**src/rtl/mem_stage_cache.sv**
```systemverilog
// MEM stage of the 16-bit MIPS: direct-mapped write-through / no-write-allocate
// cache in front of an off-chip req/ack memory port, producing the MEM/WB register.
module mem_stage_cache #(
  parameter int unsigned INDEX_BITS = 6
) (
  input  logic        clk,
  input  logic        rst,
  input  logic        ex_valid,
  input  logic [15:0] ex_alu_result,
  input  logic [15:0] ex_store_data,
  input  logic        ex_mem_read,
  input  logic        ex_mem_write,
  input  logic        ex_reg_write_en,
  input  logic [2:0]  ex_reg_dest,
  output logic [36:0] pipeline_reg_out,
  output logic        stall,
  output logic [2:0]  mem_op_dest,
  output logic        mem_req,
  output logic        mem_we,
  output logic [15:0] mem_addr,
  output logic [15:0] mem_wdata,
  input  logic [15:0] mem_rdata,
  input  logic        mem_ack
);

  localparam int unsigned LINES    = 2 ** INDEX_BITS;
  localparam int unsigned TAG_BITS = 16 - INDEX_BITS;

  typedef enum logic [1:0] {IDLE, RD_WAIT, WR_WAIT, DONE} state_t;

  state_t                state;
  logic [LINES-1:0]      valid;
  logic [TAG_BITS-1:0]   tags  [LINES];
  logic [15:0]           lines [LINES];
  logic [15:0]           fill_data;

  logic [INDEX_BITS-1:0] idx;
  logic [INDEX_BITS-1:0] widx;
  logic                  hit;
  logic                  wr_hit;
  logic                  is_load;
  logic                  is_store;
  logic                  wb_en;

  assign idx      = ex_alu_result[INDEX_BITS-1:0];
  assign widx     = mem_addr[INDEX_BITS-1:0];
  assign hit      = valid[idx] & (tags[idx] == ex_alu_result[15:INDEX_BITS]);
  assign wr_hit   = valid[widx] & (tags[widx] == mem_addr[15:INDEX_BITS]);
  // Read+write together is a store, so a load requires the write bit clear.
  assign is_store = ex_valid & ex_mem_write;
  assign is_load  = ex_valid & ex_mem_read & ~ex_mem_write;
  assign wb_en    = ex_valid & ex_reg_write_en;

  assign mem_op_dest = wb_en ? ex_reg_dest : 3'd0;

  always_comb begin
    stall = 1'b0;
    unique case (state)
      IDLE:             stall = is_store | (is_load & ~hit);
      RD_WAIT, WR_WAIT: stall = 1'b1;
      default:          stall = 1'b0;
    endcase
  end

  // Tag/data arrays carry no reset; only the valid bits do. Gating on rst
  // keeps an abandoned access from writing the line.
  always_ff @(posedge clk) begin
    if (rst && mem_ack) begin
      if (state == RD_WAIT) begin
        tags[widx]  <= mem_addr[15:INDEX_BITS];
        lines[widx] <= mem_rdata;
      end else if (state == WR_WAIT && wr_hit) begin
        lines[widx] <= mem_wdata;
      end
    end
  end

  always_ff @(posedge clk) begin
    if (!rst) begin
      state            <= IDLE;
      pipeline_reg_out <= '0;
      mem_req          <= 1'b0;
      mem_we           <= 1'b0;
      mem_addr         <= '0;
      mem_wdata        <= '0;
      valid            <= '0;
      fill_data        <= '0;
    end else begin
      unique case (state)
        IDLE: begin
          if (is_store) begin
            pipeline_reg_out <= '0;
            mem_req          <= 1'b1;
            mem_we           <= 1'b1;
            mem_addr         <= ex_alu_result;
            mem_wdata        <= ex_store_data;
            state            <= WR_WAIT;
          end else if (is_load && !hit) begin
            pipeline_reg_out <= '0;
            mem_req          <= 1'b1;
            mem_we           <= 1'b0;
            mem_addr         <= ex_alu_result;
            state            <= RD_WAIT;
          end else if (!ex_valid) begin
            pipeline_reg_out <= '0;
          end else begin
            pipeline_reg_out <= {ex_alu_result, is_load ? lines[idx] : 16'h0000,
                                 wb_en, ex_reg_dest, is_load};
          end
        end
        RD_WAIT: begin
          pipeline_reg_out <= '0;
          if (mem_ack) begin
            mem_req     <= 1'b0;
            fill_data   <= mem_rdata;
            valid[widx] <= 1'b1;
            state       <= DONE;
          end
        end
        WR_WAIT: begin
          pipeline_reg_out <= '0;
          if (mem_ack) begin
            mem_req <= 1'b0;
            state   <= DONE;
          end
        end
        DONE: begin
          pipeline_reg_out <= {ex_alu_result, is_load ? fill_data : 16'h0000,
                               wb_en, ex_reg_dest, is_load};
          state            <= IDLE;
        end
        default: state <= IDLE;
      endcase
    end
  end

endmodule
```
**config.mk**
```make
export PLATFORM = sky130hd
export DESIGN_NAME = mem_stage_cache
export DESIGN_NICKNAME = d
export VERILOG_FILES = /design/src/rtl/mem_stage_cache.sv
export SDC_FILE = /design/constraint.sdc
export NUM_CORES = 2
export LEC_CHECK = 0
export CORE_MARGIN = 2
export CORE_UTILIZATION = 56
export DETAILED_ROUTE_END_ITERATION = 8
export GPL_TIMING_DRIVEN = 0
export MAX_ROUTING_LAYER = met4
export PLACE_DENSITY_LB_ADDON = 0.05
export SYNTH_ARGS = -nofsm -noshare
export SYNTH_HDL_FRONTEND = slang
export SYNTH_SLANG_ARGS = --single-unit
```
**constraint.sdc**
```tcl
create_clock -name clk -period 4.95 [get_ports clk]
set_input_delay 0.7425 -clock clk [delete_from_list [all_inputs] [get_ports clk]]
set_output_delay 0.7425 -clock clk [all_outputs]
set_load 0.01 [all_outputs]
```
Yosys cells after proc, flatten, opt, wreduce, memory -nomap -nowiden
Memories as Yosys holds them, arrays and structs flattened. A register that Yosys moved wholly into a read port is not among the register bits.
Cells that the tools add are included.
Word-level totals
  memories: 2
  memory bits (writable): 1664
  output and inout port bits: 75
  word-level logic and storage cells: 82
  register bits: 153
  bits of input ports: 58
Operators by class
  $lt $le $gt $ge: 3
  eq/ne operators: 7
  bitwise gates (word level): 12
  reductions and logical operators: 14
  mux-type cells: 36
Memories
  lines: words 64, bits a word 16, rd ports 1, clocked after memory_dff 0, wr ports 1, line 34  | logic [15:0] lines [LINES];
  tags: words 64, bits a word 10, rd ports 2, clocked after memory_dff 1, wr ports 1, line 33  | logic [TAG_BITS-1:0] tags [LINES];
Operator list (count)
  37-bit 2-to-1 mux: 3
  37-bit one-hot mux with 3 select lines: 1
  16-bit 2-to-1 mux: 5
  64-bit OR: 1
  10-bit == test: 2
  1-bit 2-to-1 mux: 15
  6-bit by 7-bit < comparator with 1-bit output (second input constant): 2
  1-bit binary-select mux with 6-bit select: 2
  6-bit 2-to-1 mux: 2
  2-bit AND reduction: 4
  1-bit AND: 7
  1-bit demux with 6-bit select: 1
  6-bit by 1-bit greater-or-equal comparator with 1-bit output (second input constant): 1
  2-bit 2-to-1 mux: 3
  2-bit one-hot mux with 3 select lines: 1
  2-bit == test (second input constant): 2
  1-bit logical AND: 4
  1-bit one-hot mux with 2 select lines: 2
  2-bit nonzero test: 2
  3-bit 2-to-1 mux: 1
  3-bit inequality test (second input constant): 1
  3-bit AND reduction: 1
  2-bit by 1-bit == test with 1-bit output (second input constant): 1
  2-bit logical NOT: 1
  other kinds (5): 7

Depth between registers and ports, before layout
  word-level depth: 9
  gate-level depth with buffers: 17
  mapped depth without buffers: 10

Worst setup path before layout
OpenSTA, ideal clock, no wires.
  path kind: flip-flop to flip-flop
  start: register with a tool-made name
  end: memory lines[12][0], enable pin
  data arrival time: 4.670 ns
  clock period less this slack: 5.080 ns
  library setup time: 0.409 ns
  path buffers: 5
  cell stages (with the launch flop): 15
  path slack: -0.130 ns
  data required time: 4.541 ns
  cells stage by stage: dfxtp_1 -> clkbuf_1 -> clkbuf_1 -> buf_1 -> clkbuf_1 -> mux4_2 -> mux4_2 -> a211oi_1 -> a21oi_1 -> xnor2_1 -> nand4_1 -> nor3_4 -> nor2_2 -> buf_2 -> nor3_1
RTL lines (line)
  to (decl): 34

Worst setup path after layout
  start: register mem_addr[2]
  end: memory lines[38][10] (data pin)
On the way
  cells in the longest elaborated chain, start to end: 9
RTL lines
  from (decl): line 20  | output logic [15:0] mem_addr,
  from (signal assigned): line 95  | mem_addr <= ex_alu_result;
  from (signal assigned): line 102  | mem_addr <= ex_alu_result;
  1-bit binary-select mux with 6-bit select: line 48  | assign wr_hit = valid[widx] & (tags[widx] == mem_addr[15:INDEX_BITS]);
  1-bit 2-to-1 mux (not written as such): line 48
  1-bit AND: line 48
  1-bit logical AND: line 72  | end else if (state == WR_WAIT && wr_hit) begin
  1-bit 2-to-1 mux: line 72
  1-bit 2-to-1 mux: line 69  | if (state == RD_WAIT) begin
  1-bit 2-to-1 mux: line 68  | if (rst && mem_ack) begin
  1-bit 2-to-1 mux (not written as such): line 73  | lines[widx] <= mem_wdata;
  16-bit 2-to-1 mux (no source line)
No other way between the ends. The select of a mux whose other input is x is not followed.

==> impl_metrics.toml <==
[setup_path]
r2r_slack_ns = -0.17
regToRegEndpoint = "lines[38][10]$_DFFE_PP_"
crit_type = "reg2reg"
timing.rr.start = "mem_addr[2]$_SDFFE_PN0P_"
crit_fanout = 33
worst_ep_arrival_time_ns = 5.66
cp.required_ns = 5.49
crit_path_end_kind = "flop"
crit_path_start_kind = "flop"
r2r_cells = 15

[clock_network]
htree_num_levels = 4
cts_sinks = 1823
cts_root_buf = "clkbuf_16"
cts_tree = "done"
clk_pin_slew_ns = 0.06
clock_latency_ns = 0.85
numCtsBuffers = 184
cts_hold_buf = 0
cts_buffer_depth = 3

[drt]
wire_per_inst_um = 42.7
dr_total_vias = 44445
wl_um = 263000
drtIter0Drc = 7570
dr.pass1.iters = 6
antenna_left = 0
drc_errors = 0
routed_via_density = 7.22

[final_layout]
drive_above_1_share_pct = 37.2
utilization_pct = 67.6
final_common_cell = "edfxtp_1"
syn_to_final_growth_pct = 19.3
fin_nets = 4275
layout_common_cells = "1664 x edfxtp_1, 712 x mux4_2, 186 x clkbuf_16"
instances_no_fill = 6152

[status]
violations = "max-capacitance violations, max-slew violations, negative setup slack"
status = "complete, but fails checks"

[synth]
syn_area_um2 = 75800
ys_ff_latch = 1823
avgSynthCellArea_um2 = 20.9
yosysTopAreaCellShare_pct = 65.9
synth_cell_types = 67
ys_warn_count = 0
synth_top_cells_by_area = "edfxtp_1 66%, mux4_2 21%, dfxtp_1 4.2%, mux2i_1 1.3%, clkbuf_1 0.68%"
ys.flop_type = "edfxtp_1"
synthCells = 3628
synth-edff-count = 1664
syn-num-nets = 3691
yosysSeqAreaShare_pct = 70.1
yosys.area.top_type = "edfxtp_1"
ys_async_sr_fraction_pct = 0

[timing]
finClkSkew_ns = 0.0441
rsz0062_at_grt = "yes"
setup_viol = 496
period_minus_slack_ns = 5.12
slew_viol_final = 11
hold_viol = 0
tightestPinTransition_ns = 1.54
holdWs_ns = 0.456
finalCritPeriodShare_pct = 103
max_freq_mhz = 195
maxSlewHeadroom_pct = -2.57
setup_ws_ns = -0.167

[place]
portBuffers = 124
dp.cells = 5673
dp_worst_setup_slack_ns = -3.28
hpwl_um = 183000
gp_congestion = 1.01

[die]
io_pins = 133
core_um2 = 134000
floorplan.initialDensity_pct = 56.6
die_area_um2 = 138000
die_w_um = 372
die_h_um = 372
rows = 134

[pwr]
leakage_nw = 29.6
peakVddDrop_uv = 354
power.total_mw = 35.3
power_density_nw_per_um2 = 390

[global_route]
grt_first_pass_wirelength_um = 352000
grtUsageMet3_pct = 7.95
grt.total_usage_pct = 39.5
antenna_found_initial = 13
grt_util_met2_pct = 59.4
grt-ovfl-total = 0
grt_busiest_layer = "met2"
use_met1_pct = 50.1
grt_start_max_net_pins = 65
grt_pass1_vias = 43464

[min_path]
hold_depth = 3
hp-class = "in2reg"
hold_end = "mem_wdata[11]$_SDFFE_PN0P_"
hp-start = "ex_store_data[11]"

[job]
maxCapViolCount = 1
## power breakdown
part           switching (mW)  internal, mW
Sequential              0.272          17.1
Combinational            2.71          1.69
Clock                    6.06          7.51
Total                    9.04          26.3
## state kept, by name, summed over array words and instances, names as in the netlist, named ones only
name and count:
mem_req 1, mem_addr 16, lines 1024, valid 64, tags 640, fill_data 16
state 2, pipeline_reg_out 37, mem_wdata 16, mem_we 1
## final cells by class
cell class | instances | area [µm²]
plain buffers | 251 | 1870
inverters | 11 | 46.3
flip-flops and latches | 1823 | 53200
multi-input cells | 1549 | 22600
clock buffers | 245 | 4990
well taps | 1768 | 2210
fillers | 8442 | 43400
diodes | 15 | 37.5
repair buffers | 392 | 4630
clock inverters | 98 | 861
## routing by layer
layer  share of wire, %  vias to the layer above
met5                  0                        -
met4                7.8                        0
met3                 11                      813
met2                 47                     3618
met1                 34                    23409
li1                   -                    16605
## critical path: stages, from the launching register on
cell	delay [ns]
dfxtp_1	0.55
clkbuf_2	0.32
clkbuf_4	0.34
mux2i_1	0.12
a211oi_1	0.27
o22ai_1	0.18
o211ai_1	0.19
o31ai_1	0.12
a221oi_2	0.63
nand4_1	0.44
nor3_4	0.27
buf_4	0.20
buf_12	0.16
buf_12	0.24
mux2_8	0.49
buf_12	0.20
## how the worst max path moves through the flow
stage / startpoint / endpoint / slack (ns) / depth (start not counted)
5_1_grt: flop / lines[39][10]$_DFFE_PP_ / -0.03 / 15
4_1_cts: tags[59][8]$_DFFE_PP_ / stall / -0.03 / 13
3_3_place_gp: flop / lines[10][8]$_DFFE_PP_ / -4.77 / 13
3_5_place_dp: ex_alu_result[2] / stall / -3.28 / 17
6_report: mem_addr[2]$_SDFFE_PN0P_ / lines[38][10]$_DFFE_PP_ / -0.17 / 15
2_1_floorplan: flop / lines[12][0]$_DFFE_PP_ / -0.13 / 14
## synthesized netlist by cell type, types with 3 or more instances
master and count:
a31oi_1 6, xnor2_1 17, nor2_1 110, nor3b_1 3, nand2b_1 13, o22ai_1 10
mux2i_1 102, xor2_1 12, dfxtp_1 159, buf_1 22, nand4b_1 3, mux4_2 712
nand4_1 8, mux2_1 10, nand3b_1 5, clkbuf_1 138, and3_1 7, a21boi_0 4
ha_1 5, edfxtp_1 1664, nor2b_1 18, nor3_1 73, o21ai_0 7, buf_4 18
inv_1 9, a21o_1 67, nand3_1 22, or3_1 5, buf_2 74, mux2_2 18
a21oi_1 50, o211ai_1 6, nand2_1 100, o22a_1 3, o31ai_1 5, a22oi_1 27
a221oi_1 3, or4_1 4, or2_2 8, a211oi_1 12, and2_1 32, nor4_1 5
a22o_1 21
## cell families after synthesis
kind of cell    share of synthesized area [%]
simple gates                             2.71
buf+inv                                  1.54
fa+ha+maj                              0.0826
xor+xnor                                0.335
mux                                      22.9
compound gates                           2.26
flops                                    70.1
## per-stage QoR
stage | instance area, µm² | TNS, ns
after floorplan | 75800 | -119.33
after global placement | 79200 | -8291.34
after detailed placement | 82200 | -5199.16
after CTS | 89900 | -0.0307
after global routing | 90400 | -0.565
final | 90400 | -41.81
## what timing repair did
action,4_1_cts,5_1_grt
endpoints found under the hold margin,0,0
pin swaps,65,11
resized for setup,312,76
buffers inserted,108,5
gates cloned,2,7
setup endpoints to repair,2112,1510
(Power assumes the default switching activity.)
